[src/rtl/debug_host_link_pkg.sv]
// Shared definitions for the debug UART link: opcodes, payload flag,
// host-link FSM states and default bit timing.
package debug_host_link_pkg;

    localparam int unsigned DEFAULT_CLKS_PER_BIT = 10417;
    localparam int unsigned PAYLOAD_BIT          = 7;

    // Opcodes understood by the on-chip debug unit; bit 7 flags a 32-bit payload.
    localparam logic [7:0] OP_READ_LATCH = 8'h01;
    localparam logic [7:0] OP_READ_PC    = 8'h02;
    localparam logic [7:0] OP_READ_REGS  = 8'h03;
    localparam logic [7:0] OP_HALT       = 8'h04;
    localparam logic [7:0] OP_STEP       = 8'h05;
    localparam logic [7:0] OP_RESUME     = 8'h06;
    localparam logic [7:0] OP_SET_BREAK  = 8'h81;
    localparam logic [7:0] OP_READ_MEM   = 8'h82;

    typedef enum logic [2:0] {
        ST_IDLE      = 3'd0,
        ST_SEND_OP   = 3'd1,
        ST_SEND_DATA = 3'd2,
        ST_RECV      = 3'd3,
        ST_DONE      = 3'd4
    } linkState_t;

    typedef enum logic [1:0] {
        RX_IDLE  = 2'd0,
        RX_START = 2'd1,
        RX_DATA  = 2'd2,
        RX_STOP  = 2'd3
    } rxState_t;

    function automatic logic hasPayload(input logic [7:0] op);
        return op[PAYLOAD_BIT];
    endfunction

endpackage

[src/rtl/debug_uart_phy.sv]
// 8N1 UART bit engine for the debug link: TX serialiser and a synchronised
// RX deserialiser sharing the same CLKS_PER_BIT timing.
module debug_uart_phy
    import debug_host_link_pkg::*;
#(
    parameter int unsigned CLKS_PER_BIT = DEFAULT_CLKS_PER_BIT
) (
    input  logic       clk,
    input  logic       rst,
    input  logic       txStart,
    input  logic [7:0] txByte,
    output logic       txReady,
    output logic       txBusy,
    output logic       txLine,
    input  logic       rxLine,
    output logic       rxByteValid,
    output logic [7:0] rxByte,
    output logic       rxFrameErr
);

    localparam int unsigned CW = $clog2(CLKS_PER_BIT + 1);
    localparam logic [CW-1:0] BIT_LAST  = CW'(CLKS_PER_BIT - 1);
    localparam logic [CW-1:0] HALF_LAST = CW'((CLKS_PER_BIT / 2 > 0) ? CLKS_PER_BIT / 2 - 1 : 0);

    logic [CW-1:0] txClk;
    logic [3:0]    txBit;
    logic [8:0]    txShift;
    logic          txLastTick;

    // Ready in the final stop-bit cycle too, so frames can run back-to-back.
    assign txLastTick = txBusy && (txBit == 4'd9) && (txClk == BIT_LAST);
    assign txReady    = !txBusy || txLastTick;

    always_ff @(posedge clk) begin
        if (rst) begin
            txLine  <= 1'b1;
            txBusy  <= 1'b0;
            txClk   <= '0;
            txBit   <= '0;
            txShift <= '1;
        end else if (txStart && txReady) begin
            txLine  <= 1'b0;
            txShift <= {1'b1, txByte};
            txBit   <= '0;
            txClk   <= '0;
            txBusy  <= 1'b1;
        end else if (txBusy) begin
            if (txClk == BIT_LAST) begin
                txClk <= '0;
                if (txBit == 4'd9) begin
                    txBusy <= 1'b0;
                    txLine <= 1'b1;
                end else begin
                    txLine  <= txShift[0];
                    txShift <= {1'b1, txShift[8:1]};
                    txBit   <= txBit + 4'd1;
                end
            end else begin
                txClk <= txClk + 1'b1;
            end
        end
    end

    logic          rxMeta;
    logic          rxSync;
    logic          rxPrev;
    rxState_t      rxState;
    logic [CW-1:0] rxClk;
    logic [2:0]    rxBit;
    logic [7:0]    rxShift;

    always_ff @(posedge clk) begin
        if (rst) begin
            rxMeta      <= 1'b1;
            rxSync      <= 1'b1;
            rxPrev      <= 1'b1;
            rxState     <= RX_IDLE;
            rxClk       <= '0;
            rxBit       <= '0;
            rxShift     <= '0;
            rxByte      <= '0;
            rxByteValid <= 1'b0;
            rxFrameErr  <= 1'b0;
        end else begin
            rxMeta      <= rxLine;
            rxSync      <= rxMeta;
            rxPrev      <= rxSync;
            rxByteValid <= 1'b0;
            rxFrameErr  <= 1'b0;
            unique case (rxState)
                RX_IDLE: begin
                    if (rxPrev && !rxSync) begin
                        rxState <= RX_START;
                        rxClk   <= '0;
                    end
                end
                RX_START: begin
                    // Mid-bit recheck rejects short glitches on the line.
                    if (rxClk == HALF_LAST) begin
                        rxClk   <= '0;
                        rxBit   <= '0;
                        rxState <= rxSync ? RX_IDLE : RX_DATA;
                    end else begin
                        rxClk <= rxClk + 1'b1;
                    end
                end
                RX_DATA: begin
                    if (rxClk == BIT_LAST) begin
                        rxClk   <= '0;
                        rxShift <= {rxSync, rxShift[7:1]};
                        if (rxBit == 3'd7) begin
                            rxState <= RX_STOP;
                        end else begin
                            rxBit <= rxBit + 3'd1;
                        end
                    end else begin
                        rxClk <= rxClk + 1'b1;
                    end
                end
                RX_STOP: begin
                    if (rxClk == BIT_LAST) begin
                        rxClk   <= '0;
                        rxState <= RX_IDLE;
                        if (rxSync) begin
                            rxByteValid <= 1'b1;
                            rxByte      <= rxShift;
                        end else begin
                            rxFrameErr <= 1'b1;
                        end
                    end else begin
                        rxClk <= rxClk + 1'b1;
                    end
                end
                default: rxState <= RX_IDLE;
            endcase
        end
    end

endmodule

[src/rtl/debug_host_link.sv]
// Host-side initiator of the debug UART link: sends opcode/payload frames and
// collects the 32-bit response words returned by the debug unit.
module debug_host_link
    import debug_host_link_pkg::*;
#(
    parameter int unsigned CLKS_PER_BIT   = DEFAULT_CLKS_PER_BIT,
    parameter int unsigned TIMEOUT_CYCLES = 2_000_000
) (
    input  logic        clk,
    input  logic        rst,
    input  logic        cmd_valid,
    output logic        cmd_ready,
    input  logic [7:0]  cmd_op,
    input  logic [31:0] cmd_data,
    input  logic [5:0]  cmd_rsp_words,
    output logic        rsp_valid,
    output logic [31:0] rsp_data,
    output logic        rsp_last,
    output logic        done,
    output logic        timeout,
    output logic        frame_err,
    output logic        busy,
    output logic        TX,
    input  logic        RX
);

    localparam int unsigned GW = $clog2(TIMEOUT_CYCLES + 1);
    localparam logic [GW-1:0] GAP_LAST = GW'(TIMEOUT_CYCLES - 1);

    linkState_t  state;
    linkState_t  nextState;
    logic [7:0]  opReg;
    logic [31:0] dataReg;
    logic [5:0]  wordsLeft;
    logic [2:0]  byteCnt;
    logic [23:0] wordShift;
    logic [GW-1:0] gapCnt;

    logic       txStart;
    logic [7:0] txByte;
    logic [7:0] dataByte;
    logic       txReady;
    logic       txBusy;
    logic       frameEnd;
    logic       rxByteValid;
    logic [7:0] rxByte;

    debug_uart_phy #(
        .CLKS_PER_BIT(CLKS_PER_BIT)
    ) uPhy (
        .clk         (clk),
        .rst         (rst),
        .txStart     (txStart),
        .txByte      (txByte),
        .txReady     (txReady),
        .txBusy      (txBusy),
        .txLine      (TX),
        .rxLine      (RX),
        .rxByteValid (rxByteValid),
        .rxByte      (rxByte),
        .rxFrameErr  (frame_err)
    );

    assign frameEnd  = txBusy && txReady;
    assign cmd_ready = (state == ST_IDLE);
    assign busy      = !cmd_ready;

    always_comb begin
        unique case (byteCnt[1:0])
            2'd1:    dataByte = dataReg[15:8];
            2'd2:    dataByte = dataReg[23:16];
            2'd3:    dataByte = dataReg[31:24];
            default: dataByte = dataReg[7:0];
        endcase
    end

    always_ff @(posedge clk) begin
        if (rst) begin
            state <= ST_IDLE;
        end else begin
            state <= nextState;
        end
    end

    // byteCnt counts frames handed to the PHY while sending, bytes of the
    // current word while receiving.
    always_comb begin
        nextState = state;
        txStart   = 1'b0;
        txByte    = opReg;
        done      = 1'b0;
        timeout   = 1'b0;
        unique case (state)
            ST_IDLE: begin
                if (cmd_valid) nextState = ST_SEND_OP;
            end
            ST_SEND_OP: begin
                if (byteCnt == 3'd0) begin
                    txStart = !txBusy;
                end else if (frameEnd) begin
                    if (hasPayload(opReg)) begin
                        txStart   = 1'b1;
                        txByte    = dataReg[7:0];
                        nextState = ST_SEND_DATA;
                    end else begin
                        nextState = (wordsLeft != 6'd0) ? ST_RECV : ST_DONE;
                    end
                end
            end
            ST_SEND_DATA: begin
                if (frameEnd) begin
                    if (byteCnt != 3'd4) begin
                        txStart = 1'b1;
                        txByte  = dataByte;
                    end else begin
                        nextState = (wordsLeft != 6'd0) ? ST_RECV : ST_DONE;
                    end
                end
            end
            ST_RECV: begin
                if (wordsLeft == 6'd0) begin
                    nextState = ST_DONE;
                end else if (!rxByteValid && gapCnt == GAP_LAST) begin
                    timeout   = 1'b1;
                    nextState = ST_IDLE;
                end
            end
            ST_DONE: begin
                done      = 1'b1;
                nextState = ST_IDLE;
            end
            default: nextState = ST_IDLE;
        endcase
    end

    always_ff @(posedge clk) begin
        if (rst) begin
            opReg     <= '0;
            dataReg   <= '0;
            wordsLeft <= '0;
            byteCnt   <= '0;
            wordShift <= '0;
            gapCnt    <= '0;
            rsp_data  <= '0;
            rsp_valid <= 1'b0;
            rsp_last  <= 1'b0;
        end else begin
            rsp_valid <= 1'b0;
            rsp_last  <= 1'b0;
            unique case (state)
                ST_IDLE: begin
                    byteCnt <= '0;
                    gapCnt  <= '0;
                    if (cmd_valid) begin
                        opReg     <= cmd_op;
                        dataReg   <= cmd_data;
                        wordsLeft <= cmd_rsp_words;
                    end
                end
                ST_SEND_OP, ST_SEND_DATA: begin
                    gapCnt <= '0;
                    if (txStart) begin
                        byteCnt <= (state == ST_SEND_OP) ? 3'd1 : byteCnt + 3'd1;
                    end else if (nextState == ST_RECV) begin
                        byteCnt <= '0;
                    end
                end
                ST_RECV: begin
                    if (rxByteValid && wordsLeft != 6'd0) begin
                        gapCnt <= '0;
                        if (byteCnt == 3'd3) begin
                            rsp_data  <= {rxByte, wordShift};
                            rsp_valid <= 1'b1;
                            rsp_last  <= (wordsLeft == 6'd1);
                            wordsLeft <= wordsLeft - 6'd1;
                            byteCnt   <= '0;
                        end else begin
                            wordShift <= {rxByte, wordShift[23:8]};
                            byteCnt   <= byteCnt + 3'd1;
                        end
                    end else begin
                        gapCnt <= gapCnt + 1'b1;
                    end
                end
                default: begin
                end
            endcase
        end
    end

endmodule

[config.mk]
export PLATFORM = sky130hd
export DESIGN_NAME = debug_host_link
export DESIGN_NICKNAME = d
export VERILOG_FILES = /design/src/rtl/debug_host_link_pkg.sv /design/src/rtl/debug_uart_phy.sv /design/src/rtl/debug_host_link.sv
export SDC_FILE = /design/constraint.sdc
export NUM_CORES = 1
export LEC_CHECK = 0
export ABC_AREA = 1
export CORE_MARGIN = 2
export CORE_UTILIZATION = 35
export CTS_BUF_LIST = sky130_fd_sc_hd__clkbuf_8
export CTS_CLUSTER_SIZE = 8
export DETAILED_ROUTE_END_ITERATION = 16
export SETUP_SLACK_MARGIN = 0.15
export SYNTH_ARGS = -nofsm -noshare
export SYNTH_HDL_FRONTEND = slang
export SYNTH_SLANG_ARGS = --single-unit
[constraint.sdc]
create_clock -name clk -period 2.7 [get_ports clk]
set_clock_uncertainty 0.05 [all_clocks]
set_input_delay 0.675 -clock clk [delete_from_list [all_inputs] [get_ports clk]]
set_output_delay 0.675 -clock clk [all_outputs]
set_load 0.01 [all_outputs]
[After elaboration in Yosys (flattened, before gate mapping)]
Index checks and enable logic that the tools add are counted.
Operators by class
  add/sub/neg operators: 7
  $mul: 0
  divide/modulo/power cells: 0
  magnitude comparators: 0
  equality and inequality tests: 31
  shifts and indexed selects: 0
  multiplexer cells: 70
  bitwise gates (word level): 6
  reduce and logical (&&, ||, !) cells: 42
Operator list (count)
  $mux 8: 9
  $mux 14: 4
  $mux 3: 17
  $pmux 14 s3: 1
  $pmux 21 s2: 1
  $add 14x1->14 const B: 2
  $eq 14x14->1 const B: 2
  $pmux 8 s3: 1
  $add 21x1->21 const B: 1
  $eq 21x21->1 const B: 1
  $mux 21: 1
  $mux 1: 20
  $mux 6: 3
  $reduce_and 3->1: 6
  $pmux 8 s2: 1
  $eq 14x13->1 const B: 1
  $eq 3x2->1 const B: 4
  $mux 2: 6
  $pmux 3 s4: 1
  $pmux 6 s2: 1
  $ne 2x1->1 const B: 5
  $ne 2x2->1 const B: 5
  $reduce_bool 2->1: 5
  $pmux 3 s3: 1
  other kinds (29): 57
Word-level totals
  bits in registers: 199
  bits in latches: 0
  RAM bits: 0
  bits in read-only memories: 0
  bits of input ports: 50
  output and inout port bits: 40
  logic and storage cells: 181
  memories kept: 0

[Depth between registers and ports, before layout]
  depth after elaboration: 12
  gate-level depth with buffers: 17
  gate-level depth less buffers: 17

[By module]
From an unflattened synthesis, not the netlist that was laid out.
Unflattened totals
  cells, all modules: 1300
  area, all modules: 9441.6 sq um
Modules (own cells, without submodules)
  debug_host_link: times used 1, cells each 825, area an instance 6099.6 sq um
  debug_uart_phy: times used 1, cells each 475, area an instance 3342.0 sq um

[Least setup slack after synthesis]
OpenSTA, ideal clock, no wires.
  path type: flip-flop to output port
  start point: register state[2]
  end point: output port timeout
  arrival time: 1.214 ns
  slack: 0.761 ns
  cell stages (with the launch flop): 6
  path buffers: 2
  cell sequence: dfxtp_1 > buf_2 > nor3_4 > clkbuf_1 > nand2_1 > nor2_1
Between the ends
  longest elaborated chain between the ends: 2
RTL lines
  from (decl): line debug_host_link.sv:30  | linkState_t state;
  from (signal assigned): line debug_host_link.sv:81  | state <= nextState;
  $eq 3x2->1: line debug_host_link.sv:93  | unique case (state)
  $mux 1: line debug_host_link.sv:93
  to (decl): line debug_host_link.sv:20  | output logic timeout,
Every way passes these cells.

[Worst setup path in the final report]
  start point: register gapCnt[1]
  end point: output port timeout
Between the ends
  longest elaborated chain between the ends: 5
RTL lines
  from (decl): line debug_host_link.sv:37  | logic [GW-1:0] gapCnt;
  from (signal assigned): line debug_host_link.sv:182  | gapCnt <= gapCnt + 1'b1;
  $eq 21x21->1: line debug_host_link.sv:123  | end else if (!rxByteValid && gapCnt == GAP_LAST) begin
  $logic_and 1x1->1: line debug_host_link.sv:123
  $mux 1: line debug_host_link.sv:123
  $mux 1: line debug_host_link.sv:121  | if (wordsLeft == 6'd0) begin
  $mux 1: line debug_host_link.sv:93
Every way passes these cells.

==> qor.csv <==
metric;value;unit
dpl cell area;0.0105;mm^2
Fmax;0.396;GHz
Seq pwr share;53.3;%
Top cell by count, worst path;nor2_2;
via count;8505;
# placed instances;1697;
register area share after synthesis;43.2;%
Syn-to-layout area delta;19.6;%
Worst-path clk slew;120;ps
boundary pin count;90;
Tot GR Track Use;17.1;%
final net count;1454;
n_diodes;0;
TritonCTS Buffers;17;
syn nets;1371;
cell row count;59;
CP Data Required Time;1980;ps
core box area;0.0260;mm^2
Pint;4.01;mW
Net Sw Power;1.74;mW
EDFF count, synth;0;
Max clock buf depth;2;
worst min path class;reg2reg;
Hold Vio Cnt, Final;0;
TritonRoute pass-1 iters;5;
status;completed;
Worst path slowest cell;dfxtp_2;
global-route wire length before repair;39600;um
main combinational cell family by area after synthesis;simple AND/OR/NAND/NOR gates;
area share of the largest cell type after synthesis;43.2;%
RSZ-0062 raised after global routing;true;
Post-Synth Simple-Gate Area;28.5;%
Sink Count;199;
async set-reset flop share out of synthesis;0;%
Worst-Skew Late Latency;500;ps
Yosys reg bits;199;
Top FF cell, synth;dfxtp_1;
final max-slew violation count;0;
Compound-Gate Fraction of Synth Area;16.1;%
GPL Wtd Cong;0.873;
Switching Share;30.3;%
XOR/XNOR share of the synthesized area;1.61;%
power per cell area;521;mW/mm^2
Hold Path Depth;1;
layout cell share with drive strength beyond 1;8.01;%
Starting Density;35.5;%
Die W;166;um
commonest cells in the netlist;nand2_1 (247), dfxtp_1 (199), nor2_1 (177), inv_1 (127), o21ai_0 (118);
Hold Path End;uPhy.rxSync$_SDFF_PP1_;
max_cap viols;0;
die area;0.0277;mm^2
port buffer count;89;
Synth Area in Adders;2.44;%
initial drt markers;552;
CP cell instances;ha_4 > nand2_1 > nor2_2 > nand2_2 > nor2_2 > nand3_2 > nor2_4 > buf_6;
Netlist cell types;42;
Crit Path Class;reg2out;
initial antenna violation count;0;
# hold bufs at CTS;0;
final setup violating endpoints;0;
area leader, netlist;dfxtp_1;
final period utilization;93.5;%
Comb pwr share;10.2;%
Synth Warn #;0;
CTS tree;built;
CP max stage delay;390;ps
reg2reg end;uPhy.txClk[2]$_SDFFE_PP0P_;
synth top area cells;dfxtp_1 (43%), nand2_1 (10%), nor2_1 (7.2%);
wirelength, routed;23300;um
worst r2r src;uPhy.txClk[8]$_SDFFE_PP0P_;
Detailed Place HPWL;16200;um
# fillers;2704;
fin area;0.0110;mm^2
R2R Setup Slk;380;ps
Mean Syn Cell Area;7.08;um^2
Slew headroom;45.6;%
mux cell area share after synthesis;0;%
non-filler cells in the finished layout;1734;
CP Max Fanout;2;
DR DRC count;0;
proportion of power drawn by the clock network;36.5;%
peak supply drop;257;uV
critical path startpoint category;flip-flop;
WL/cell;13.4;um
R2R depth;10;
Worst Path Arrival;1800;ps
Critical Path End Type;output port;
Post-Syn Instances;1303;
DRT antenna net count;0;
leak pwr;4.29;nW
CTS H-tree depth;4;
largest net degree at the start of global routing;74;
die height;166;um
worst hold path startpoint;uPhy.rxMeta$_SDFF_PP1_;
Period minus WS final;2520;ps
top-count cell post-synth;nand2_1;
clk root buf;clkbuf_8;
gr ovfl total;0;
vias per std cell;4.90;
via count of the first global-routing pass;8068;
Worst-Margin Slew;816;ps
total negative slack;0;ps
Synth Cell Area;0.00922;mm^2
[power groups by stage]
stage          logic (mW)  clock network [mW]  registers, mW
2_1_floorplan       0.387                   0           3.12
3_3_place_gp        0.580                   0           3.13
3_5_place_dp        0.585                   0           3.13
4_1_cts             0.588                2.16           3.06
5_1_grt             0.667                2.28           3.08
6_report            0.587                2.10           3.06
[cell families (layout without fill, tap and decap cells)]
group / count (synthesis) / in the layout
buffers and inverters: 193 / 289
adder cells (fa/ha/maj): 18 / 18
AND/OR/NAND/NOR: 601 / 601
AO/OA/AOI/OAI: 275 / 275
XOR/XNOR: 17 / 17
flip-flops: 199 / 199
[registers in the layout (all words and copies together), names as in the netlist, 3 cells and up, named ones only]
signal / flops
uPhy.txClk: 14
byteCnt: 3
dataReg: 32
wordsLeft: 6
state: 3
uPhy.rxByte: 8
opReg: 8
gapCnt: 21
rsp_data: 32
uPhy.rxBit: 3
wordShift: 24
uPhy.rxClk: 14
uPhy.txBit: 4
uPhy.txShift: 8
uPhy.rxShift: 8
[cell type report]
cell class / instances / area, um^2 / area share, %
clock buffer: 17 / 234 / 2.12
clock inverter: 15 / 224 / 2.03
inverter: 139 / 522 / 4.73
multi-input combinational: 911 / 4530 / 41.0
sequential: 199 / 3990 / 36.2
tap: 335 / 419 / 3.80
timing repair buffer: 118 / 1120 / 10.1
[metrics by stage]
stage	utilization (%)	hold slack, ps	total power, mW	worst slack (ps)
after CTS	42.4	369	5.81	115
after global routing	42.5	403	6.03	84.7
after global placement	40.4	343	3.71	178
final	42.5	366	5.75	175
after detailed placement	40.4	347	3.72	121
after floorplan	-	339	3.50	761
[per-layer routing]
metal | part of all wire (%) | global-route usage [%] | vias up
met5 | 0 | 0 | -
met4 | 1.4 | 4.50 | 0
met3 | 3.2 | 2.91 | 21
met2 | 46 | 27.7 | 146
met1 | 49 | 23.7 | 3894
li1 | - | - | 4444
[repair_timing]
action	in CTS	in global routing
setup endpoints to repair	4	13
setup buffers	3	2
pin swaps	5	2
gates resized for setup	17	5
[worst max-delay path by stage]
stage,from,to,slack (ps),depth (start not counted)
after global routing,gapCnt[0]$_SDFFE_PP0P_,timeout,80,8
after floorplan,state[2]$_SDFF_PP0_,timeout,760,5
final,gapCnt[1]$_SDFFE_PP0P_,timeout,180,8
after CTS,gapCnt[1]$_SDFFE_PP0P_,timeout,120,8
after detailed placement,gapCnt[0]$_SDFFE_PP0P_,timeout,120,8
after global placement,gapCnt[0]$_SDFFE_PP0P_,timeout,180,8
[placed cells by master, fill, tap and decap left out, types with 11 or more instances in the layout]
| cell type | instances |
|---|---|
| nand2_1 | 243 |
| inv_1 | 127 |
| o21ai_0 | 118 |
| xor2_1 | 13 |
| clkdlybuf4s50_1 | 85 |
| nand4_1 | 16 |
| clkbuf_8 | 17 |
| a31oi_1 | 11 |
| nor3_1 | 17 |
| ha_1 | 17 |
| nand3_1 | 96 |
| a21oi_1 | 105 |
| buf_4 | 28 |
| dfxtp_1 | 196 |
| o211ai_1 | 12 |
| nor2_1 | 174 |
[critical path, delay by kind of cell (launching register included)]
kind / cells / cell delay [ps]
and+or+nand+nor: 6 / 670
adders and majority gates: 1 / 150
DFF: 1 / 390
buffers and inverters: 1 / 110
Power figures use the tool's default switching activity.
